<file path="src/rtl/lsu_pkg.sv">
// Shared types and helpers for the load/store unit.
// The FSM state encoding, RV32I load/store Funct3 codes and the alignment
// check live here so the top and the formatter use the same decode.
package lsu_pkg;

    typedef enum logic [1:0] {
        IDLE = 2'd0,
        BUSY = 2'd1,
        DONE = 2'd2
    } lsu_state_t;

    localparam logic [2:0] F3_B  = 3'b000;
    localparam logic [2:0] F3_H  = 3'b001;
    localparam logic [2:0] F3_W  = 3'b010;
    localparam logic [2:0] F3_BU = 3'b100;
    localparam logic [2:0] F3_HU = 3'b101;

    // Halfwords need a[0]=0 and words need a[1:0]=00; bytes are always aligned.
    // Reserved Funct3 codes fall into the word case.
    function automatic logic is_misaligned(input logic [2:0] funct3,
                                           input logic [1:0] addr);
        logic mis;
        case (funct3)
            F3_B, F3_BU: mis = 1'b0;
            F3_H, F3_HU: mis = addr[0];
            default:     mis = (addr != 2'b00);
        endcase
        return mis;
    endfunction

endpackage

</file>
<file path="src/rtl/lsu_format.sv">
// Purely combinational data formatting for the load/store unit.
// Store side: steers rs2 onto byte lanes and builds the byte enables.
// Load side: picks the addressed byte/half from the bus word and extends it.
// Address bits below the access size are ignored (LH at 01 uses lanes 0-1).
module lsu_format
    import lsu_pkg::*;
(
    input  logic [2:0]  st_funct3,
    input  logic [1:0]  st_addr_lo,
    input  logic [31:0] st_data,
    output logic [31:0] st_wdata,
    output logic [3:0]  st_be,
    input  logic [2:0]  ld_funct3,
    input  logic [1:0]  ld_addr_lo,
    input  logic [31:0] ld_rdata,
    output logic [31:0] ld_data
);

    logic [31:0] byte_sh;
    logic [31:0] half_sh;

    // Store lane steering: replicate the datum so any enabled lane sees it.
    always_comb begin
        st_wdata = st_data;
        st_be    = 4'b1111;
        case (st_funct3)
            F3_B, F3_BU: begin
                st_wdata = {4{st_data[7:0]}};
                st_be    = 4'b0001 << st_addr_lo;
            end
            F3_H, F3_HU: begin
                st_wdata = {2{st_data[15:0]}};
                st_be    = st_addr_lo[1] ? 4'b1100 : 4'b0011;
            end
            default: begin
                st_wdata = st_data;
                st_be    = 4'b1111;
            end
        endcase
    end

    // Load extraction: shift the addressed lane down, then sign/zero extend.
    always_comb begin
        byte_sh = ld_rdata >> {ld_addr_lo, 3'b000};
        half_sh = ld_rdata >> {ld_addr_lo[1], 4'b0000};
        case (ld_funct3)
            F3_B:    ld_data = {{24{byte_sh[7]}}, byte_sh[7:0]};
            F3_BU:   ld_data = {24'h0, byte_sh[7:0]};
            F3_H:    ld_data = {{16{half_sh[15]}}, half_sh[15:0]};
            F3_HU:   ld_data = {16'h0, half_sh[15:0]};
            default: ld_data = ld_rdata;
        endcase
    end

endmodule

</file>
<file path="src/rtl/load_store_unit.sv">
// Load/store unit: turns the datapath's MemRead/MemWrite into a registered
// request/acknowledge bus access and stalls the core until it completes.
// IDLE -> BUSY (wait for MemAck or timeout) -> DONE (one commit cycle) -> IDLE.
// Optional build macro: LSU_MISALIGN_TRAP_EN adds MisalignTrap and turns
// misaligned halfword/word accesses into a bus-less trap completion.
// Bus handshake: MemReq rises when an access is issued and stays high with
// address/data/enables stable until the cycle after MemAck (a single-cycle
// pulse) or until the timeout; MemAck seen while not BUSY is ignored.
module load_store_unit
    import lsu_pkg::*;
#(
    parameter int TIMEOUT_CYCLES = 64,
    parameter int XLEN           = 32
) (
    input  logic            clk,
    input  logic            reset,
    input  logic            MemRead,
    input  logic            MemWrite,
    input  logic [2:0]      Funct3,
    input  logic [XLEN-1:0] ALUResult,
    input  logic [XLEN-1:0] WriteData,
    output logic [XLEN-1:0] ReadData,
    output logic            Stall,
    output logic            BusErr,
    output logic            MemReq,
    output logic            MemWe,
    output logic [XLEN-1:0] MemAddr,
    output logic [XLEN-1:0] MemWData,
    output logic [3:0]      MemBe,
    input  logic            MemAck,
    input  logic [XLEN-1:0] MemRData,
`ifdef LSU_MISALIGN_TRAP_EN
    output logic            MisalignTrap,
`endif
    output logic [1:0]      dbg_state
);

    lsu_state_t  state;
    logic [7:0]  cnt;
    logic [2:0]  lat_funct3;
    logic [1:0]  lat_addr_lo;
    logic        lat_load;
    logic [31:0] fmt_wdata;
    logic [3:0]  fmt_be;
    logic [31:0] fmt_rdata;
    logic        access;

    assign access    = MemRead | MemWrite;
    assign Stall     = access && (state != DONE);
    assign dbg_state = state;

    lsu_format u_format (
        .st_funct3  (Funct3),
        .st_addr_lo (ALUResult[1:0]),
        .st_data    (WriteData),
        .st_wdata   (fmt_wdata),
        .st_be      (fmt_be),
        .ld_funct3  (lat_funct3),
        .ld_addr_lo (lat_addr_lo),
        .ld_rdata   (MemRData),
        .ld_data    (fmt_rdata)
    );

    // Access FSM with the timeout counter and all bus-facing registers.
    always_ff @(posedge clk or negedge reset) begin
        if (!reset) begin
            state       <= IDLE;
            cnt         <= 8'd0;
            MemReq      <= 1'b0;
            MemWe       <= 1'b0;
            MemAddr     <= '0;
            MemWData    <= '0;
            MemBe       <= 4'b0000;
            ReadData    <= '0;
            BusErr      <= 1'b0;
            lat_funct3  <= 3'b000;
            lat_addr_lo <= 2'b00;
            lat_load    <= 1'b0;
`ifdef LSU_MISALIGN_TRAP_EN
            MisalignTrap <= 1'b0;
`endif
        end else begin
            case (state)
                IDLE: begin
                    if (access) begin
`ifdef LSU_MISALIGN_TRAP_EN
                        if (is_misaligned(Funct3, ALUResult[1:0])) begin
                            ReadData     <= '0;
                            MisalignTrap <= 1'b1;
                            state        <= DONE;
                        end else begin
`endif
                            MemAddr     <= {ALUResult[XLEN-1:2], 2'b00};
                            MemWData    <= fmt_wdata;
                            MemBe       <= fmt_be;
                            MemWe       <= MemWrite;
                            MemReq      <= 1'b1;
                            cnt         <= 8'd0;
                            lat_funct3  <= Funct3;
                            lat_addr_lo <= ALUResult[1:0];
                            lat_load    <= MemRead;
                            state       <= BUSY;
`ifdef LSU_MISALIGN_TRAP_EN
                        end
`endif
                    end
                end
                BUSY: begin
                    if (MemAck) begin
                        MemReq   <= 1'b0;
                        ReadData <= lat_load ? fmt_rdata : '0;
                        state    <= DONE;
                    end else if (cnt == 8'(TIMEOUT_CYCLES - 1)) begin
                        MemReq   <= 1'b0;
                        ReadData <= '0;
                        BusErr   <= 1'b1;
                        state    <= DONE;
                    end else begin
                        cnt <= cnt + 8'd1;
                    end
                end
                DONE: begin
                    BusErr <= 1'b0;
`ifdef LSU_MISALIGN_TRAP_EN
                    MisalignTrap <= 1'b0;
`endif
                    state  <= IDLE;
                end
                default: state <= IDLE;
            endcase
        end
    end

endmodule

</file>
<file path="config.mk">
export PLATFORM = sky130hd
export DESIGN_NAME = load_store_unit
export DESIGN_NICKNAME = d
export VERILOG_FILES = /design/src/rtl/lsu_pkg.sv /design/src/rtl/lsu_format.sv /design/src/rtl/load_store_unit.sv
export SDC_FILE = /design/constraint.sdc
export NUM_CORES = 1
export LEC_CHECK = 0
export BUFFER_PORTS_ARGS = -buffer_cell sky130_fd_sc_hd__buf_2
export CORE_MARGIN = 2
export CORE_UTILIZATION = 49
export CTS_CLUSTER_DIAMETER = 60
export DETAILED_ROUTE_END_ITERATION = 8
export GPL_ROUTABILITY_DRIVEN = 0
export PLACE_DENSITY = 0.82
export SKIP_LAST_GASP = 1
export SYNTH_ARGS = -nofsm -noshare
export SYNTH_HDL_FRONTEND = slang
export SYNTH_SLANG_ARGS = --single-unit
export TNS_END_PERCENT = 50
</file>
<file path="constraint.sdc">
create_clock -name clk -period 2.44 [get_ports clk]
set_input_delay 0.488 -clock clk [delete_from_list [all_inputs] [get_ports clk]]
set_output_delay 0.488 -clock clk [all_outputs]
set_load 0.05 [all_outputs]
</file>
-- After elaboration in Yosys (flattened, before gate mapping)
Cells that the tools add are included.
- bits in registers: 117
- logic and storage cells: 69
- add/sub/neg operators: 1
- equality and inequality tests: 15
- shift-type cells: 3
- mux-type cells: 22
- bitwise operators: 1
- reductions and logical operators: 15
- operators by type and width (cell ; number):
    case mux 32 bit (4 select lines) ; 1
    2-to-1 mux 32 bit ; 3
    case mux 32 bit (2 select lines) ; 1
    right shift 32 x 5 -> 16 bit ; 1
    right shift 32 x 5 -> 8 bit ; 1
    2-to-1 mux 8 bit ; 3
    case mux 8 bit (2 select lines) ; 1
    equality test 3 bit (second input constant) ; 4
    != test 2 bit (second input constant) ; 5
    adder 8 x 1 -> 8 bit (second input constant) ; 1
    equality test 8 x 6 -> 1 bit (second input constant) ; 1
    case mux 4 bit (2 select lines) ; 1
    equality test 3 x 1 -> 1 bit (second input constant) ; 2
    logical NOT 3 bit ; 2
    2-to-1 mux 2 bit ; 3
    AND reduction 2 bit ; 3
    AND reduction 3 bit ; 2
    nonzero test 2 bit ; 3
    2-to-1 mux 1 bit ; 5
    2-to-1 mux 4 bit ; 1
    case mux 1 bit (2 select lines) ; 2
    case mux 2 bit (2 select lines) ; 1
    AND reduction 4 bit ; 1
    OR reduction 2 bit ; 2
    other kinds (7) ; 7

-- Logic depth before layout (Yosys ltp)
- depth in word-level cells: 4
- depth in mapped cells: 7
- depth with buffers taken out: 5

-- Cells and area by module
A second synthesis with hierarchy kept.
- cell total of the unflattened synthesis: 628
- area, all modules: 5759.3 um^2
- by module, submodules not included (module ; times used ; cells each ; area an instance (um^2)):
    load_store_unit ; 1 ; 451 ; 4535.6
    lsu_format ; 1 ; 177 ; 1223.7

-- Worst setup path after synthesis
Ideal clock, no wire load.
- path kind: flip-flop to output port
- start point: register state[0] (netlist: dbg_state[0])
- end point: output port Stall
- data arrival time: 1.570 ns
- required time: 1.952 ns
- slack: 0.382 ns
- cell stages (with the launch flop): 3
- buffers on the path: 0
- cells stage by stage: dfrtp_1 > inv_1 > a21oi_1
- longest elaborated chain between the ends: 2
- RTL lines (item ; line ; RTL):
    start, declared ; load_store_unit.sv:38 ; lsu_state_t state;
    start signal, assigned ; load_store_unit.sv:67 ; state <= IDLE;
    start signal, assigned ; load_store_unit.sv:102 ; state <= BUSY;
    start signal, assigned ; load_store_unit.sv:112 ; state <= DONE;
    != test 2 bit ; load_store_unit.sv:49 ; assign Stall = access && (state != DONE);
    logical AND 1 bit ; load_store_unit.sv:49 ;
    end, declared ; load_store_unit.sv:23 ; output logic Stall,
No other way between the ends.

-- Final worst setup path
- start point: register state[0] (netlist: dbg_state[0])
- end point: register ReadData[23]
- longest elaborated chain between the ends: 2
- RTL lines (item ; line ; RTL):
    equality test 2 x 1 -> 1 bit ; load_store_unit.sv:83 ; case (state)
    AND reduction 2 bit (no source line) ; n/a ;
    end signal, assigned ; load_store_unit.sv:111 ; ReadData <= lat_load ? fmt_rdata : '0;
    end, declared ; load_store_unit.sv:22 ; output logic [XLEN-1:0] ReadData,
No other way between the ends.
A chain may end at the register's enable or synchronous reset.

==> flow_summary.json <==
{
  "post_cts_buffers": 0,
  "die_w_um": 108,
  "yosys.area.top_type_share": 0.550,
  "cts_tree": "built",
  "synth_area_um2": 5330,
  "grt_setup_unrepaired": "no",
  "drive_above_1_share": 0.352,
  "status": "complete, no violations",
  "ys_seq_area_frac": 0.550,
  "wire_per_inst_um": 15.9,
  "dpl_cell_area_um2": 6500,
  "drv_slew": 0,
  "cp.depth": 4,
  "worst_path_max_delay_cell": "nor4b_4",
  "rows": 38,
  "slew_headroom": 0.450,
  "core_area_um2": 10700,
  "drt-initial-drc-count": 405,
  "p_leak_nw": 3.75,
  "ios": 210,
  "grt_pass1_wl_um": 22900,
  "rrSetupSlack_ns": 0.33,
  "synth_area_per_cell_um2": 9.74,
  "cts.clk_slew.worst_paths_ns": 0.06,
  "worst-path-buf-inv": 0,
  "period_needed_ns": 2.11,
  "synth_cells": 547,
  "min_path_cells": 3,
  "die-area_um2": 11700,
  "place_hpwl_um": 10100,
  "clockBufferDepth": 2,
  "htreeDepth": 4,
  "hold_viol_final": 0,
  "ys_types": 44,
  "fillers": 869,
  "rr_endpoint": "ReadData[23]$_DFFE_PN0P_",
  "instances_no_fill": 901,
  "firstDrtPassIters": 7,
  "cts_root_buffer": "clkbuf_8",
  "via_per_inst": 5.30,
  "critPathKind": "reg -> reg",
  "overflow": 0,
  "ant_nets": 0,
  "worstSetupStartpointType": "flip-flop",
  "end_kind": "flip-flop",
  "start_util": 0.496,
  "clock-sinks": 117,
  "max_stage_delay_ns": 0.73,
  "antenna_found_initial": 0,
  "hp-class": "in -> reg",
  "synthTopCellsByArea": "dfrtp_1 (55%), nand2_1 (12%), mux2i_1 (6.2%)",
  "io_buffer_count": 207,
  "finClkSkew_ns": 0.00977,
  "vdd_drop_max_mv": 1.02,
  "die_h_um": 108,
  "r2r_cells": 4,
  "power.density_nw_per_um2": 1660,
  "drc_errors": 0,
  "synth_warnings": 0,
  "placed_cells": 868,
  "cp.required_ns": 2.88,
  "finalSetupTns_ns": 0,
  "setup-violations-final": 0,
  "hp-start": "ALUResult[20]",
  "synth-seq-cells": 117,
  "grt_max_degree": 100,
  "r2r-start": "dbg_state[0]$_DFFE_PN0P_",
  "final.period_utilization": 0.864,
  "clk_latency_ns": 0.51,
  "hold_end": "MemAddr[20]$_DFFE_PN0P_",
  "path_cells": "nor2b_2 > and3_1 > nor4b_4 > a221o_1",
  "post_cts_resize_count": 0,
  "tightest_slew_ns": 0.822,
  "first_global_vias": 4683,
  "drt-total-wl_um": 14400,
  "antenna_cells": 0,
  "cpLargestDelayFamily": "simple AND/OR/NAND/NOR gates",
  "crit_arrival_ns": 2.54,
  "cts_made_buffers": 17,
  "vias": 4777,
  "gr-usage-all-layers": 0.251,
  "maxCapViolCount": 0,
  "synth_area_leader_cell": "dfrtp_1",
  "cp_max_fo": 16,
  "final_nets": 853,
  "syn_to_final_growth_pct": 33.5,
  "fmaxAchievable_mhz": 474,
  "final_area_um2": 7110
}
-- worst reg2reg max path, stage by stage, from the launching register on --
cell and delay (ns):
dfrtp_1 0.47, nor2b_2 0.26, and3_1 0.35, nor4b_4 0.74, a221o_1 0.22
-- synthesized netlist by cell type, drive strengths merged --
library cell,count
a21o,1
a21oi,15
a221o,16
a22o,1
a31oi,4
a32o,8
and2,1
and3,1
buf,14
clkbuf,22
conb,1
dfrtp,117
ha,1
inv,7
mux2,9
mux2i,33
mux4,1
nand2,177
nand2b,18
nand3,4
nor2,17
nor2b,9
nor3,3
nor4,1
nor4b,1
o211ai,3
o21ai,43
o21bai,1
o2bb2ai,7
o311ai,1
o31ai,4
or2,2
or3,1
or3b,1
or4,1
xnor2,1
-- metrics by stage --
step / utilization / total power, mW / worst slack (ns) / hold WS, ns
finish: 0.662 / 11.8 / 0.332 / 0.165
CTS: 0.662 / 11.9 / 0.366 / 0.152
global route: 0.662 / 12.4 / 0.145 / 0.157
global placement: 0.605 / 9.17 / 0.528 / 0.452
floorplan: - / 7.80 / 0.382 / 0.192
detailed placement: 0.605 / 9.34 / 0.400 / 0.458
-- routing by layer --
metal / share of wire / global-route usage / routed length, um / vias up
met2: 0.48 / 0.414 / 6960 / 221
met4: 0.018 / 0.0998 / 260 / 0
met3: 0.083 / 0.0542 / 1190 / 24
met5: 0 / 0 / 0 / -
met1: 0.41 / 0.325 / 5950 / 2272
li1: - / - / - / 2260
-- flip-flops by register name, indices dropped and copies added (netlist names) --
name and count:
BusErr 1, MemReq 1, MemAddr 30, lat_funct3 3
MemWData 32, ReadData 32, dbg_state 2, MemWe 1
lat_addr_lo 2, cnt 8, lat_load 1, MemBe 4
-- worst max-delay path by stage --
stage / start / to / slack (ns)
floorplan: dbg_state[0]$_DFFE_PN0P_ / Stall / 0.38
global route: dbg_state[0]$_DFFE_PN0P_ / ReadData[29]$_DFFE_PN0P_ / 0.15
detailed placement: dbg_state[0]$_DFFE_PN0P_ / ReadData[20]$_DFFE_PN0P_ / 0.40
CTS: dbg_state[0]$_DFFE_PN0P_ / ReadData[23]$_DFFE_PN0P_ / 0.37
global placement: dbg_state[0]$_DFFE_PN0P_ / ReadData[23]$_DFFE_PN0P_ / 0.53
finish: dbg_state[0]$_DFFE_PN0P_ / ReadData[23]$_DFFE_PN0P_ / 0.33
-- final cells by class --
type | instances | area, um2 | area share
clock buffers | 20 | 445 | 0.0626
well taps | 140 | 175 | 0.0246
inverters | 7 | 26.3 | 0.00370
flip-flops and latches | 117 | 2930 | 0.412
clock inverters | 12 | 154 | 0.0216
repair buffers | 217 | 1150 | 0.162
multi-input cells | 388 | 2230 | 0.313
-- kinds of logic (layout without fill, tap and decap cells) --
| logic type | after synthesis | count (layout) | synth area share |
|---|---|---|---|
| xor gates and xnor gates | 1 | 1 | 0.00164 |
| muxes | 43 | 43 | 0.0853 |
| other | 1 | 2 | 0.000704 |
| and+or+nand+nor | 237 | 237 | 0.191 |
| DFF | 117 | 117 | 0.550 |
| buffers and inverters | 43 | 256 | 0.0364 |
| adders and majority gates | 1 | 1 | 0.00235 |
| AOI/OAI and AO/OA | 104 | 104 | 0.132 |
-- placed cells by master (no fill, tap or decap), types with 2 or more instances in the layout --
master / instances
nor2b_1: 8
conb_1: 2
a32o_1: 8
clkbuf_16: 16
nand2_1: 177
clkbuf_8: 3
nand2b_1: 18
a31oi_1: 4
o21ai_0: 41
nor2_1: 16
buf_2: 206
mux2_2: 9
o211ai_1: 3
buf_12: 3
bufinv_16: 3
clkinv_2: 2
nor3_2: 2
buf_4: 7
or2_2: 2
mux2i_1: 33
o2bb2ai_1: 7
a21oi_1: 14
nand3_1: 4
clkinvlp_4: 6
inv_1: 7
a221o_1: 16
o31ai_1: 4
dfrtp_1: 117
-- repair_timing --
item | CTS | global route
setup endpoints to repair | 0 | 0
hold buffers | 1 | 0
endpoints found under the hold margin | 34 | 0
-- report_power, final --
group | switching [mW] | internal [mW] | leakage (nW)
Sequential | 0.599 | 2.79 | 1.47
Combinational | 4.44 | 1.48 | 2.00
Clock | 0.884 | 1.60 | 0.275
Total | 5.92 | 5.88 | 3.75
Note: power is estimated with default switching activity, not from simulation.
